==> src/rtl/alu_sched_if.sv <==
// Request/response bus between requesters and the shared-ALU scheduler.
// Requesters and the response consumer sit on the master side; the scheduler sits on the slave side.
interface alu_sched_if #(
   parameter int NUM_REQ = 4
) ();
   logic [NUM_REQ-1:0]         req_valid;
   logic [2*NUM_REQ-1:0]       req_op;
   logic [36*NUM_REQ-1:0]      req_a;
   logic [36*NUM_REQ-1:0]      req_b;
   logic [NUM_REQ-1:0]         req_ready;
   logic                       resp_valid;
   logic                       resp_ready;
   logic [$clog2(NUM_REQ)-1:0] resp_id;
   logic [35:0]                resp_y;
   logic                       resp_error;

   modport master (
      output req_valid, req_op, req_a, req_b, resp_ready,
      input  req_ready, resp_valid, resp_id, resp_y, resp_error
   );

   modport slave (
      input  req_valid, req_op, req_a, req_b, resp_ready,
      output req_ready, resp_valid, resp_id, resp_y, resp_error
   );
endinterface

==> src/rtl/alu_sched.sv <==
// Round-robin scheduler sharing one 1-cycle ALU among NUM_REQ requesters, one op in flight.
// Result valid 2 edges after accept; requests wait (req_ready low) until the response handshakes.
module alu_sched #(
   parameter int NUM_REQ = 4,
   parameter int CNT_W   = 16
) (
   input  logic             clk,
   input  logic             reset,
   alu_sched_if.slave       bus,
   output logic [1:0]       alu_op,
   output logic [35:0]      alu_a,
   output logic [35:0]      alu_b,
   input  logic [35:0]      alu_y,
   input  logic             alu_error,
   output logic [CNT_W-1:0] op_count,
   output logic [CNT_W-1:0] err_count
);
   localparam int ID_W = $clog2(NUM_REQ);

   typedef enum logic [1:0] {IDLE, EXEC, CAPT, RESP} state_t;

   state_t            state;
   state_t            state_nxt;
   logic [ID_W-1:0]   last_grant;
   logic [ID_W-1:0]   grant_idx;
   logic [ID_W-1:0]   cand;
   logic              grant_any;
   logic [1:0]        sel_op;
   logic [35:0]       sel_a;
   logic [35:0]       sel_b;

   // Search begins one past the previous winner so every requester gets a turn.
   always_comb begin
      grant_idx = '0;
      grant_any = 1'b0;
      cand      = '0;
      for (int k = 1; k <= NUM_REQ; k++) begin
         cand = ID_W'((int'(last_grant) + k) % NUM_REQ);
         if (!grant_any && bus.req_valid[cand]) begin
            grant_any = 1'b1;
            grant_idx = cand;
         end
      end
   end

   always_comb begin
      sel_op = '0;
      sel_a  = '0;
      sel_b  = '0;
      for (int i = 0; i < NUM_REQ; i++) begin
         if (grant_idx == ID_W'(i)) begin
            sel_op = bus.req_op[2*i +: 2];
            sel_a  = bus.req_a[36*i +: 36];
            sel_b  = bus.req_b[36*i +: 36];
         end
      end
   end

   always_ff @(posedge clk or posedge reset) begin
      if (reset) state <= IDLE;
      else       state <= state_nxt;
   end

   always_comb begin
      state_nxt = state;
      case (state)
         IDLE:    if (grant_any) state_nxt = EXEC;
         EXEC:    state_nxt = CAPT;
         CAPT:    state_nxt = RESP;
         RESP:    if (bus.resp_ready) state_nxt = IDLE;
         default: state_nxt = IDLE;
      endcase
   end

   // Grant is gated by reset so nothing looks accepted while the block is held.
   always_comb begin
      bus.req_ready  = '0;
      bus.resp_valid = 1'b0;
      if (!reset && state == IDLE && grant_any)
         bus.req_ready = NUM_REQ'(1) << grant_idx;
      if (state == RESP)
         bus.resp_valid = 1'b1;
   end

   always_ff @(posedge clk or posedge reset) begin
      if (reset) begin
         alu_op         <= '0;
         alu_a          <= '0;
         alu_b          <= '0;
         bus.resp_id    <= '0;
         bus.resp_y     <= '0;
         bus.resp_error <= 1'b0;
         op_count       <= '0;
         err_count      <= '0;
         last_grant     <= ID_W'(NUM_REQ - 1);
      end else begin
         if (state == IDLE && grant_any) begin
            alu_op      <= sel_op;
            alu_a       <= sel_a;
            alu_b       <= sel_b;
            bus.resp_id <= grant_idx;
            last_grant  <= grant_idx;
         end
         if (state == CAPT) begin
            bus.resp_y     <= alu_y;
            bus.resp_error <= alu_error;
            op_count       <= op_count + CNT_W'(1);
            if (alu_error && err_count != '1)
               err_count <= err_count + CNT_W'(1);
         end
      end
   end
endmodule

==> src/flat_wrapper.sv <==
// flat-port wrapper written by rule: the top's interface ports become plain ports
module alu_sched_flat 
#(
   parameter int NUM_REQ = 4,
   parameter int CNT_W   = 16
)
  (clk, reset, alu_op, alu_a, alu_b, alu_y, alu_error, op_count, err_count, bus_req_valid, bus_req_op, bus_req_a, bus_req_b, bus_resp_ready, bus_req_ready, bus_resp_valid, bus_resp_id, bus_resp_y, bus_resp_error);
  alu_sched_if #(.NUM_REQ(NUM_REQ)) bus_i ();
  input  logic clk;
  input  logic reset;
  output logic [1:0] alu_op;
  output logic [35:0] alu_a;
  output logic [35:0] alu_b;
  input  logic [35:0] alu_y;
  input  logic alu_error;
  output logic [CNT_W-1:0] op_count;
  output logic [CNT_W-1:0] err_count;
  input wire logic [$bits(bus_i.req_valid)-1:0] bus_req_valid;
  input wire logic [$bits(bus_i.req_op)-1:0] bus_req_op;
  input wire logic [$bits(bus_i.req_a)-1:0] bus_req_a;
  input wire logic [$bits(bus_i.req_b)-1:0] bus_req_b;
  input wire logic [$bits(bus_i.resp_ready)-1:0] bus_resp_ready;
  output wire logic [$bits(bus_i.req_ready)-1:0] bus_req_ready;
  output wire logic [$bits(bus_i.resp_valid)-1:0] bus_resp_valid;
  output wire logic [$bits(bus_i.resp_id)-1:0] bus_resp_id;
  output wire logic [$bits(bus_i.resp_y)-1:0] bus_resp_y;
  output wire logic [$bits(bus_i.resp_error)-1:0] bus_resp_error;
  assign bus_i.req_valid = bus_req_valid;
  assign bus_i.req_op = bus_req_op;
  assign bus_i.req_a = bus_req_a;
  assign bus_i.req_b = bus_req_b;
  assign bus_i.resp_ready = bus_resp_ready;
  assign bus_req_ready = bus_i.req_ready;
  assign bus_resp_valid = bus_i.resp_valid;
  assign bus_resp_id = bus_i.resp_id;
  assign bus_resp_y = bus_i.resp_y;
  assign bus_resp_error = bus_i.resp_error;
  alu_sched #(.NUM_REQ(NUM_REQ), .CNT_W(CNT_W)) u_core (.clk(clk), .reset(reset), .bus(bus_i), .alu_op(alu_op), .alu_a(alu_a), .alu_b(alu_b), .alu_y(alu_y), .alu_error(alu_error), .op_count(op_count), .err_count(err_count));
endmodule
==> config.mk <==
export PLATFORM = sky130hd
export DESIGN_NAME = alu_sched_flat
export DESIGN_NICKNAME = d
export VERILOG_FILES = /design/src/rtl/alu_sched_if.sv /design/src/rtl/alu_sched.sv /design/src/flat_wrapper.sv
export SDC_FILE = /design/constraint.sdc
export NUM_CORES = 1
export LEC_CHECK = 0
export CAP_MARGIN = 20
export CORE_AREA = 8 8 185 187
export CTS_CLUSTER_DIAMETER = 80
export DETAILED_ROUTE_END_ITERATION = 8
export DIE_AREA = 0 0 193 195
export SETUP_SLACK_MARGIN = 0.5
export SYNTH_ARGS = -nofsm -noshare
export SYNTH_HDL_FRONTEND = slang
export SYNTH_SLANG_ARGS = --single-unit
export TNS_END_PERCENT = 30
==> constraint.sdc <==
create_clock -name clk -period 4.8 [get_ports clk]
set_clock_uncertainty 0.2 [all_clocks]
set_input_delay 0.72 -clock clk [delete_from_list [all_inputs] [get_ports clk]]
set_output_delay 0.72 -clock clk [all_outputs]
set_load 0.02 [all_outputs]
==> flow_metrics.tcl <==
set metrics [dict create \
    outcome "completed" \
    r2r-end "u_core.alu_a[17]" \
    ys_warn_count 0 \
    dr_total_vias 7661 \
    route.final.wire_length_mm 35.2 \
    cp-end-kind "primary output" \
    h-tree-depth 4 \
    setup_viol 0 \
    antenna_found_initial 3 \
    p_int_w 0.00475 \
    synthTopCellsByCount "162 x nand2_1, 147 x dfrtp_1, 95 x mux2_2" \
    place_area_um2 13000 \
    finalSetupTns_ps 0 \
    worstPathRequired_ps 3880 \
    cts.sinks 149 \
    powerDensity_nw_per_um2 589 \
    syn_to_final_growth_pct 75.2 \
    die_h_um 195 \
    hold_viol_final 0 \
    clock_latency_ps 440 \
    finalMaxSlewViolations 0 \
    rows 65 \
    routedWlPerCell_um 21.8 \
    crit_start "bus_req_valid[2]" \
    die-area_um2 37600 \
    gp_congestion 0.894 \
    vias_per_cell 4.74 \
    ant_nets 0 \
    whs_ps 277 \
    pwr-share-comb_pct 55.7 \
    core_area_um2 31200 \
    syn_nets 1079 \
    synth_seq_cells 149 \
    tightest_slew_ps 1080 \
    fin_crit_ps 3930 \
    leakage_nw 5.34 \
    cp_num_cells 6 \
    hold_path_depth 1 \
    crit_end "bus_req_ready[0]" \
    drt_iter0_drc 341 \
    dr.pass1.iters 4 \
    grt_pass1_wl_mm 52.3 \
    cts_tree "built" \
    crit_type "in2out" \
    crit_top_cell "clkdlybuf4s50_1" \
    r2r_start "u_core.last_grant[0]" \
    path_buf_inv 2 \
    max_slew_margin_pct 27.8 \
    yosys.area.top_type "dfrtp_1" \
    netSwitchingFraction_pct 40.9 \
    drc 0 \
    synth_top_area_share_pct 47.3 \
    crit_family "buffers and inverters" \
    avgSynthCellArea_um2 10.6 \
    ys_top_cells_by_area "dfrtp_1 47%, mux2_2 14%, nand2_1 7.8%, a31oi_1 6.0%, o22ai_1 4.6%" \
    clockBufferDepth 2 \
    total_power_w 0.00802 \
    cpPeakStageDelay_ps 610 \
    netlist-cell-type-count 40 \
    synth_most_common_cell "nand2_1" \
    synth-edff-count 0 \
    path_cells "clkdlybuf4s50_1 > nand2b_1 > a21boi_0 > o21a_1 > and4_1 > clkdlybuf4s50_1" \
    synth-main-ff-cell "dfrtp_1" \
    nNetsFinal 1543 \
    track_usage_pct 18.3 \
    r2r_setup_slack_ps 1830 \
    dp_hpwl_mm 27.3 \
    synthArstFlopShare_pct 100 \
    rsz0062_at_grt "false" \
    clkPwrFrac_pct 17.1 \
    hold_path_class "reg2reg" \
    final_layout_size_suffix_gt1_share_pct 15.0 \
    start_util_pct 24.9 \
    yosysSeqAreaShare_pct 48.0 \
    ir_drop_v 0.000287 \
    grt.overflow.total 0 \
    cts-hold-fix-buffers 0 \
    cts_repair_resize_count 0 \
    startpoint_type "input port" \
    syn_area_um2 7780 \
    die_w_um 193 \
    cts_made_buffers 17 \
    clk_pin_slew_ps 70 \
    cp_max_fo 5 \
    synthCells 733 \
    cap_violations 0 \
    cp_slowest_cell "clkdlybuf4s50_1" \
    portBuffers 489 \
    final_area_um2 13600 \
    grt_start_max_net_pins 86 \
    switching_power_w 0.00328 \
    post_cts_buffers 0 \
    max_freq_ghz 0.254 \
    root_buffer "clkbuf_16" \
    fin_crit_sh_pct 81.9 \
    io_pins 490 \
    rr_worst_depth 6 \
    first_global_vias 8248 \
    cp.arrival_ps 3010 \
    seq_power_share_pct 27.2 \
]
-- stage by stage --
stage	worst slack [ps]	std cells	util (%)
6_report	870	1615	43.6
3_5_place_dp	899	1580	41.8
2_1_floorplan	434	733	-
3_3_place_gp	868	1580	41.8
5_1_grt	751	1615	43.6
4_1_cts	882	1612	43.6
-- flip-flops by register name, indices dropped and copies added (netlist names) --
register	flops
u_core.op_count	16
u_core.alu_a	36
u_core.last_grant	2
u_core.bus.resp_y	36
u_core.bus.resp_error	1
u_core.alu_op	2
u_core.bus.resp_id	2
u_core.err_count	16
u_core.alu_b	36
u_core.state	2
-- layout by cell type, fill, tap and decap left out, types with 4 or more instances in the layout --
| cell | instances |
|---|---|
| nand3_1 | 12 |
| nand2_1 | 162 |
| ha_1 | 5 |
| o22ai_1 | 57 |
| clkdlybuf4s50_1 | 489 |
| nand2b_1 | 4 |
| clkbuf_16 | 17 |
| and3_1 | 4 |
| dfrtp_1 | 147 |
| mux2_2 | 95 |
| o21ai_0 | 6 |
| a31oi_1 | 74 |
| buf_4 | 11 |
| xnor2_1 | 24 |
| clkinvlp_4 | 4 |
| o22ai_2 | 17 |
| xor2_1 | 6 |
| inv_1 | 4 |
| mux2_4 | 17 |
| inv_6 | 5 |
| nand4_1 | 6 |
| and4_1 | 6 |
-- logic make-up (layout without fill, tap and decap cells) --
group                    Yosys count  after routing  share of synthesized area, %
buffers and inverters             61            538                          3.85
adder cells (fa/ha/maj)            6              6                         0.965
multiplexers                     113            113                          17.2
AO/OA/AOI/OAI                    167            167                          15.2
AND/OR/NAND/NOR                  207            207                          11.5
flip-flops                       149            149                          48.0
XOR/XNOR                          30             30                          3.38
other                              0              3                             0
-- layout make-up --
| class | instances | area (um2) |
|---|---|---|
| inverters | 5 | 22.5 |
| clock inverters | 12 | 144 |
| flip-flops and latches | 149 | 3730 |
| fillers | 3046 | 17600 |
| clock buffers | 20 | 437 |
| diodes | 3 | 7.51 |
| well taps | 402 | 503 |
| multi-input cells | 523 | 3780 |
| repair buffers | 501 | 5000 |
-- worst register-to-register path: cells and delay by family (launching register included) --
family          cells  cell delay (ps)
simple gates        1              270
mux                 1              560
buf+inv             1              780
flops               1              570
compound gates      3              430
-- worst min-delay path by stage --
stage                               from              endpoint  slack (ps)
global placement     u_core.op_count[15]   u_core.op_count[15]         270
finish               u_core.op_count[15]   u_core.op_count[15]         280
detailed placement   u_core.op_count[15]   u_core.op_count[15]         270
floorplan           u_core.last_grant[1]  u_core.last_grant[1]         300
CTS                  u_core.op_count[15]   u_core.op_count[15]         280
global route         u_core.op_count[15]   u_core.op_count[15]         290
-- power groups by stage --
stage,clock network (W),registers (W),logic [W]
floorplan,0,0.00279,0.00191
CTS,0.00142,0.00218,0.00452
finish,0.00137,0.00218,0.00447
detailed placement,0,0.00220,0.00451
global route,0.00146,0.00225,0.00478
global placement,0,0.00217,0.00449
-- metal layers --
metal	track usage, %	routed length (um)
met5	0	0
met4	5.81	605
met3	5.92	2900
met2	32.2	18000
met1	20.6	13700
(Power assumes the default switching activity.)
